--- config.mk ---
export PLATFORM = sky130hd
export DESIGN_NAME = if_fetch_unit
export DESIGN_NICKNAME = d
export VERILOG_FILES = /design/src/rtl/if_fetch_unit.sv
export SDC_FILE = /design/constraint.sdc
export NUM_CORES = 1
export LEC_CHECK = 0
export ABC_AREA = 1
export CAP_MARGIN = 30
export CORE_MARGIN = 2
export CORE_UTILIZATION = 55
export CTS_CLUSTER_SIZE = 28
export DETAILED_ROUTE_END_ITERATION = 8
export GPL_TIMING_DRIVEN = 1
export PLACE_DENSITY = 0.93
export SLEW_MARGIN = 20
export SYNTH_ARGS = -nofsm -noshare
export SYNTH_HDL_FRONTEND = slang
export SYNTH_SLANG_ARGS = --single-unit
--- constraint.sdc ---
create_clock -name clk -period 13.3 [get_ports clk]
set_clock_uncertainty 0.1 [all_clocks]
set_input_delay 1.33 -clock clk [delete_from_list [all_inputs] [get_ports clk]]
set_output_delay 1.33 -clock clk [all_outputs]
set_load 0.05 [all_outputs]
--- src/rtl/if_fetch_unit.sv ---
// IF-stage PC generator and IF/ID pipeline register for the RV32I 5-stage pipeline.
// Optional performance counters (redir_cnt, stall_cnt) are enabled by defining FETCH_PERF_CNT_EN.
module if_fetch_unit #(
    parameter logic [31:0] RESET_VEC = 32'h0000_0000,
    parameter logic [31:0] NOP_INSTR = 32'h0000_0013
) (
    input  logic        clk,
    input  logic        rst,
    input  logic        stall,
    input  logic        Branch,
    input  logic [31:0] br_target,
    output logic        imem_req,
    output logic [31:0] imem_addr,
    input  logic        imem_ready,
    input  logic [31:0] imem_rdata,
    output logic [31:0] ifid_pc,
    output logic [31:0] ifid_instr,
    output logic        ifid_valid
`ifdef FETCH_PERF_CNT_EN
    ,
    output logic [31:0] redir_cnt,
    output logic [31:0] stall_cnt
`endif
);

    typedef enum logic [1:0] {IDLE, FETCH, DROP, HOLD} state_t;

    state_t      state_q;
    logic [31:0] pc_q;
    logic [31:0] tgt_q;
    logic [31:0] buf_q;
    logic        redir;
    logic [31:0] redir_tgt;

    // A stalled ID has unresolved operands, so a concurrent Branch is not trusted.
    assign redir     = Branch & ~stall;
    assign redir_tgt = br_target & ~32'h3;

    // The address comes straight from pc_q, which only moves on an accepted beat or
    // from IDLE/HOLD, so it stays stable for the whole life of a request.
    assign imem_req  = (state_q == FETCH) || (state_q == DROP);
    assign imem_addr = pc_q;

    always_ff @(posedge clk or posedge rst) begin
        if (rst) begin
            state_q    <= IDLE;
            pc_q       <= RESET_VEC;
            tgt_q      <= '0;
            // NOTE: buf_q is a single register, not a memory, so clearing it on reset is cheap.
            buf_q      <= '0;
            ifid_pc    <= '0;
            ifid_instr <= NOP_INSTR;
            ifid_valid <= 1'b0;
        end else begin
            // NOTE: every state register uses <= so all updates see pre-edge values.
            case (state_q)
                IDLE: state_q <= FETCH;

                FETCH: begin
                    if (imem_ready) begin
                        if (redir) begin
                            pc_q       <= redir_tgt;
                            ifid_instr <= NOP_INSTR;
                            ifid_valid <= 1'b0;
                        end else if (stall) begin
                            buf_q   <= imem_rdata;
                            state_q <= HOLD;
                        end else begin
                            ifid_pc    <= pc_q;
                            ifid_instr <= imem_rdata;
                            ifid_valid <= 1'b1;
                            pc_q       <= pc_q + 32'd4;
                        end
                    end else if (redir) begin
                        tgt_q      <= redir_tgt;
                        state_q    <= DROP;
                        ifid_instr <= NOP_INSTR;
                        ifid_valid <= 1'b0;
                    end else if (!stall) begin
                        ifid_instr <= NOP_INSTR;
                        ifid_valid <= 1'b0;
                    end
                end

                DROP: begin
                    if (!stall) begin
                        ifid_instr <= NOP_INSTR;
                        ifid_valid <= 1'b0;
                    end
                    // The wrong-path beat is discarded; the newest redirect wins.
                    if (imem_ready) begin
                        pc_q    <= redir ? redir_tgt : tgt_q;
                        state_q <= FETCH;
                    end else if (redir) begin
                        tgt_q <= redir_tgt;
                    end
                end

                HOLD: begin
                    if (!stall) begin
                        if (redir) begin
                            pc_q       <= redir_tgt;
                            ifid_instr <= NOP_INSTR;
                            ifid_valid <= 1'b0;
                        end else begin
                            ifid_pc    <= pc_q;
                            ifid_instr <= buf_q;
                            ifid_valid <= 1'b1;
                            pc_q       <= pc_q + 32'd4;
                        end
                        state_q <= FETCH;
                    end
                end

                default: state_q <= IDLE;
            endcase
        end
    end

`ifdef FETCH_PERF_CNT_EN
    always_ff @(posedge clk or posedge rst) begin
        if (rst) begin
            redir_cnt <= '0;
            stall_cnt <= '0;
        end else begin
            if (redir && state_q != IDLE) redir_cnt <= redir_cnt + 32'd1;
            if (stall && state_q != IDLE) stall_cnt <= stall_cnt + 32'd1;
        end
    end
`endif

endmodule

* Word level (Yosys, flattened, before mapping)
Index checks and enable logic that the tools add are counted.
Storage, ports and cells: output and inout bits 98, bits of input ports 69, register bits after elaboration 163
Operators by class: bitwise gates (word level) 4, reductions and logical operators 11, equality and inequality tests 14, muxes and demuxes 37, $add $sub $neg 1
Operator list (number):
- two-way mux 32 bit | 19
- one-hot mux 32 bit (3 select lines) | 2
- one-hot mux 32 bit (2 select lines) | 1
- adder 32 x 3 -> 32 bit, second input constant | 1
- two-way mux 2 bit | 6
- != test 2 bit, second input constant | 6
- != test 3 bit, second input constant | 4
- AND reduction 5 bit | 2
- one-hot mux 2 bit (4 select lines) | 1
- two-way mux 1 bit | 7
- AND reduction 6 bit | 1
- equality test 2 bit, second input constant | 2
- != test 4 bit, second input constant | 1
- AND reduction 4 bit | 1
- NOT 1 bit | 3
- one-hot mux 1 bit (3 select lines) | 1
- AND reduction 3 bit | 1
- nonzero test 3 bit | 1
- equality test 2 x 1 -> 1 bit, second input constant | 1
- logical NOT 2 bit | 1
- AND reduction 2 bit | 1
- nonzero test 2 bit | 1
- OR reduction 2 bit | 1
- AND 1 bit | 1
- logical OR 1 bit | 1

* Depth between registers and ports, before layout
depth after elaboration 5, depth in mapped cells 10

* Worst setup path after synthesis
Ideal clock, no wire load.
kind input-to-reg, start input stall, end register ifid_instr[14], path slack 10799 ps, arrival time 2275 ps, stages 7, cells stage by stage buf_4 > nand3_2 > nand3_1 > a21oi_1 > buf_2 > buf_4 > o21ai_0
Between the ends: cells in the longest elaborated chain, start to end 5
RTL lines:
- from (decl) | line 9 | input logic stall,
- NOT 1 bit | line 36 | assign redir = Branch & ~stall;
- AND 1 bit | line 36
- two-way mux 32 bit, on equally long branches | line 101, 61, 74
- two-way mux 32 bit, on equally long branches | line 100, 60
- one-hot mux 32 bit (3 select lines) | line 56 | case (state_q)
- to (signal assigned) | line 70 | ifid_instr <= imem_rdata;
- to (signal assigned) | line 107 | ifid_instr <= buf_q;
- to (decl) | line 17 | output logic [31:0] ifid_instr,
Several ways; a longest one is shown, not always the timed one. The select of a mux whose other input is x is not followed. A chain may end at the register's enable or synchronous reset.

* Final worst setup path
start input stall, end register ifid_instr[24]
The elaborated chain is that of the path after synthesis.

==> flow_summary.ini <==
[floorplan]
dieArea_mm2 = 0.0155
ios = 167
die_h_um = 125
die_w_um = 125
initial_utilization_pct = 55.7
fp.coreArea_mm2 = 0.0144
std_cell_rows = 44

[sta]
rsz0062_at_grt = no
max_freq_mhz = 266
post-route-period-util_pct = 28.3
slew-limit-headroom_pct = 42.2
finalSetupViolations = 0
finalHoldViolCount = 0
drv_slew = 0
tightestPinTransition_ns = 0.865
final.min_clock_period_ns = 3.76
fin_setup_tns_ns = 0

[detailed_routing]
vias_per_cell = 5.51
drt_wl_total_mm = 21.1
drc = 0
ant_nets = 0
wl_per_cell_um = 15.4
firstDrtPassIters = 7
vias = 7558
drt_iter0_markers = 747

[finish]
drive_gt1_share_pct = 6.07
area_delta_synth_final_pct = 30.1
nFillCells = 1063
nNetsFinal = 1248
utilization_pct = 72.5
layout_commonest_cell = nand2_1
n_antenna_cell = 0
instances_no_fill = 1371
final_cell_mix = nand2_1 (239), o21ai_0 (173), clkdlybuf4s50_1 (164)
final_cell_area_mm2 = 0.0104

[hold_path]
min_path_type = reg2reg

[worst_setup_path]
worst_ep_required_time_ns = 13.53
critPathMaxFanout = 41
critPathLaunchType = input pin
crit_path_end_kind = register
critical_path_class = in2reg
cp.arrival_ns = 3.99

[grt]
grt_pass1_wl_mm = 35.8
grt_pass1_vias = 7488
antenna_found_initial = 0
grt_max_degree = 98
grt_usage_pct = 28.2
gr-total-overflow = 0

[yosys]
synth.cell_area_mm2 = 0.00801
synth_edf_count = 0
ys_ff_latch = 163
yosys_warnings = 0
synth_area_leaders = dfrtp_1 (50%), nand2_1 (11%), o21ai_0 (11%)
avgSynthCellArea_um2 = 7.78
yosys_most_used_dff = dfrtp_1
async_flop_share_pct = 100
yosys.area.top_type = dfrtp_1
synth_top_area_share_pct = 50.0
synth_fp_nets = 1104
ys_seq_area_share_pct = 51.0
synth.distinct_cells = 32
syn-instance-count = 1030

[clocking]
cts_resized = 0
h-tree-depth = 4
clk_pin_slew_ns = 0.06
ctsHoldBuffers = 0
cts_tree = done
cts_sinks = 163
post-cts-setup-buffers = 0
cts_max_path_buffers = 2
cts_buffers = 17
cts-root-buf = clkbuf_16
clkLatencyLatePin_ns = 0.42

[power_and_ir_drop]
p_per_area_mw_per_mm2 = 272
power.leakage_nw = 4.81
peakVddDrop_mv = 0.127

[placed_design]
dp.cells = 1338
dpl.hpwl_mm = 14.5
port_buffers = 164
gp_congestion = 0.917
placed_cell_area_mm2 = 0.00977

[status]
outcome = complete, no violations

[job]
drv_cap = 0
==> final cells by class <==
type / count / area, um2 / share of cell area (%)
repair buffers: 175 / 1780 / 17.1
clock buffers: 18 / 439 / 4.22
multi-input cells: 673 / 3160 / 30.3
flip-flops and latches: 163 / 4080 / 39.2
inverters: 144 / 546 / 5.24
clock inverters: 14 / 176 / 1.69
well taps: 184 / 230 / 2.21
==> cell usage after synthesis (4+ instances only) <==
master    number
a21oi_1       26
a22oi_1        5
a31oi_1        5
buf_2         19
buf_4          5
clkbuf_1      22
dfrtp_1      160
ha_1           5
inv_1        140
inv_2          4
nand2_1      239
nand2_2        5
nand3_1       73
nand4_1        4
nor2_1        91
nor2_2         6
o211ai_1       7
o21ai_0      173
o22ai_1       18
==> path summary, 6_finish.rpt <==
check,startpoint,end,slack [ns],cells past startpoint
max reg2reg,state_q[0],imem_addr[11],10.38,8
min reg2reg,ifid_pc[11],ifid_pc[11],0.38,2
min,ifid_pc[11],ifid_pc[11],0.38,2
max,stall,ifid_instr[24],9.54,8
max in group asynchronous,rst,ifid_instr[26],10.44,4
min in group asynchronous,rst,tgt_q[3],1.17,2
==> metal layers <==
| layer | global-route usage, % | wire length, um | part of all wire, % |
|---|---|---|---|
| met1 | 36.4 | 8690 | 41 |
| met2 | 45.3 | 9970 | 47 |
| met3 | 7.69 | 1800 | 8.5 |
| met4 | 11.2 | 677 | 3.2 |
| met5 | 0 | 0 | 0 |
==> critical path, stage by stage <==
cell and delay [ns]:
clkdlybuf4s50_1 0.69, inv_2 0.14, nand2_2 0.63, nand3_1 0.50
buf_8 0.31, o21ai_0 0.21, nand2_1 0.07, o21ai_0 0.09
==> per-stage QoR <==
stage	setup WS, ns	power [mW]	hold slack, ns
global placement	8.63	2.24	0.365
detailed placement	9.10	2.30	0.372
global route	9.30	3.00	0.415
finish	9.54	2.83	0.384
CTS	9.55	2.83	0.388
floorplan	7.47	1.84	0.354
==> registers in the layout, indices dropped and copies added, names as in the netlist <==
name	count
buf_q	32
ifid_instr	32
ifid_pc	32
imem_addr	32
tgt_q	32
state_q	2
ifid_valid	1
==> logic make-up (layout without fill, tap and decap cells) <==
kind of cell,after synthesis,after routing,synth area share [%]
xor+xnor,2,2,0.219
buf+inv,194,351,9.81
compound gates,239,239,15.9
flops,163,163,51.0
fa+ha+maj,5,5,0.781
mux,3,3,0.422
simple gates,424,424,21.9
==> report_power, final <==
part | leakage [nW] | internal (mW) | switching (mW)
Sequential | 2.02 | 0.725 | 0.165
Combinational | 2.48 | 0.452 | 0.976
Clock | 0.309 | 0.304 | 0.206
Total | 4.81 | 1.48 | 1.35
No activity file was read; power rests on OpenSTA's default activity.
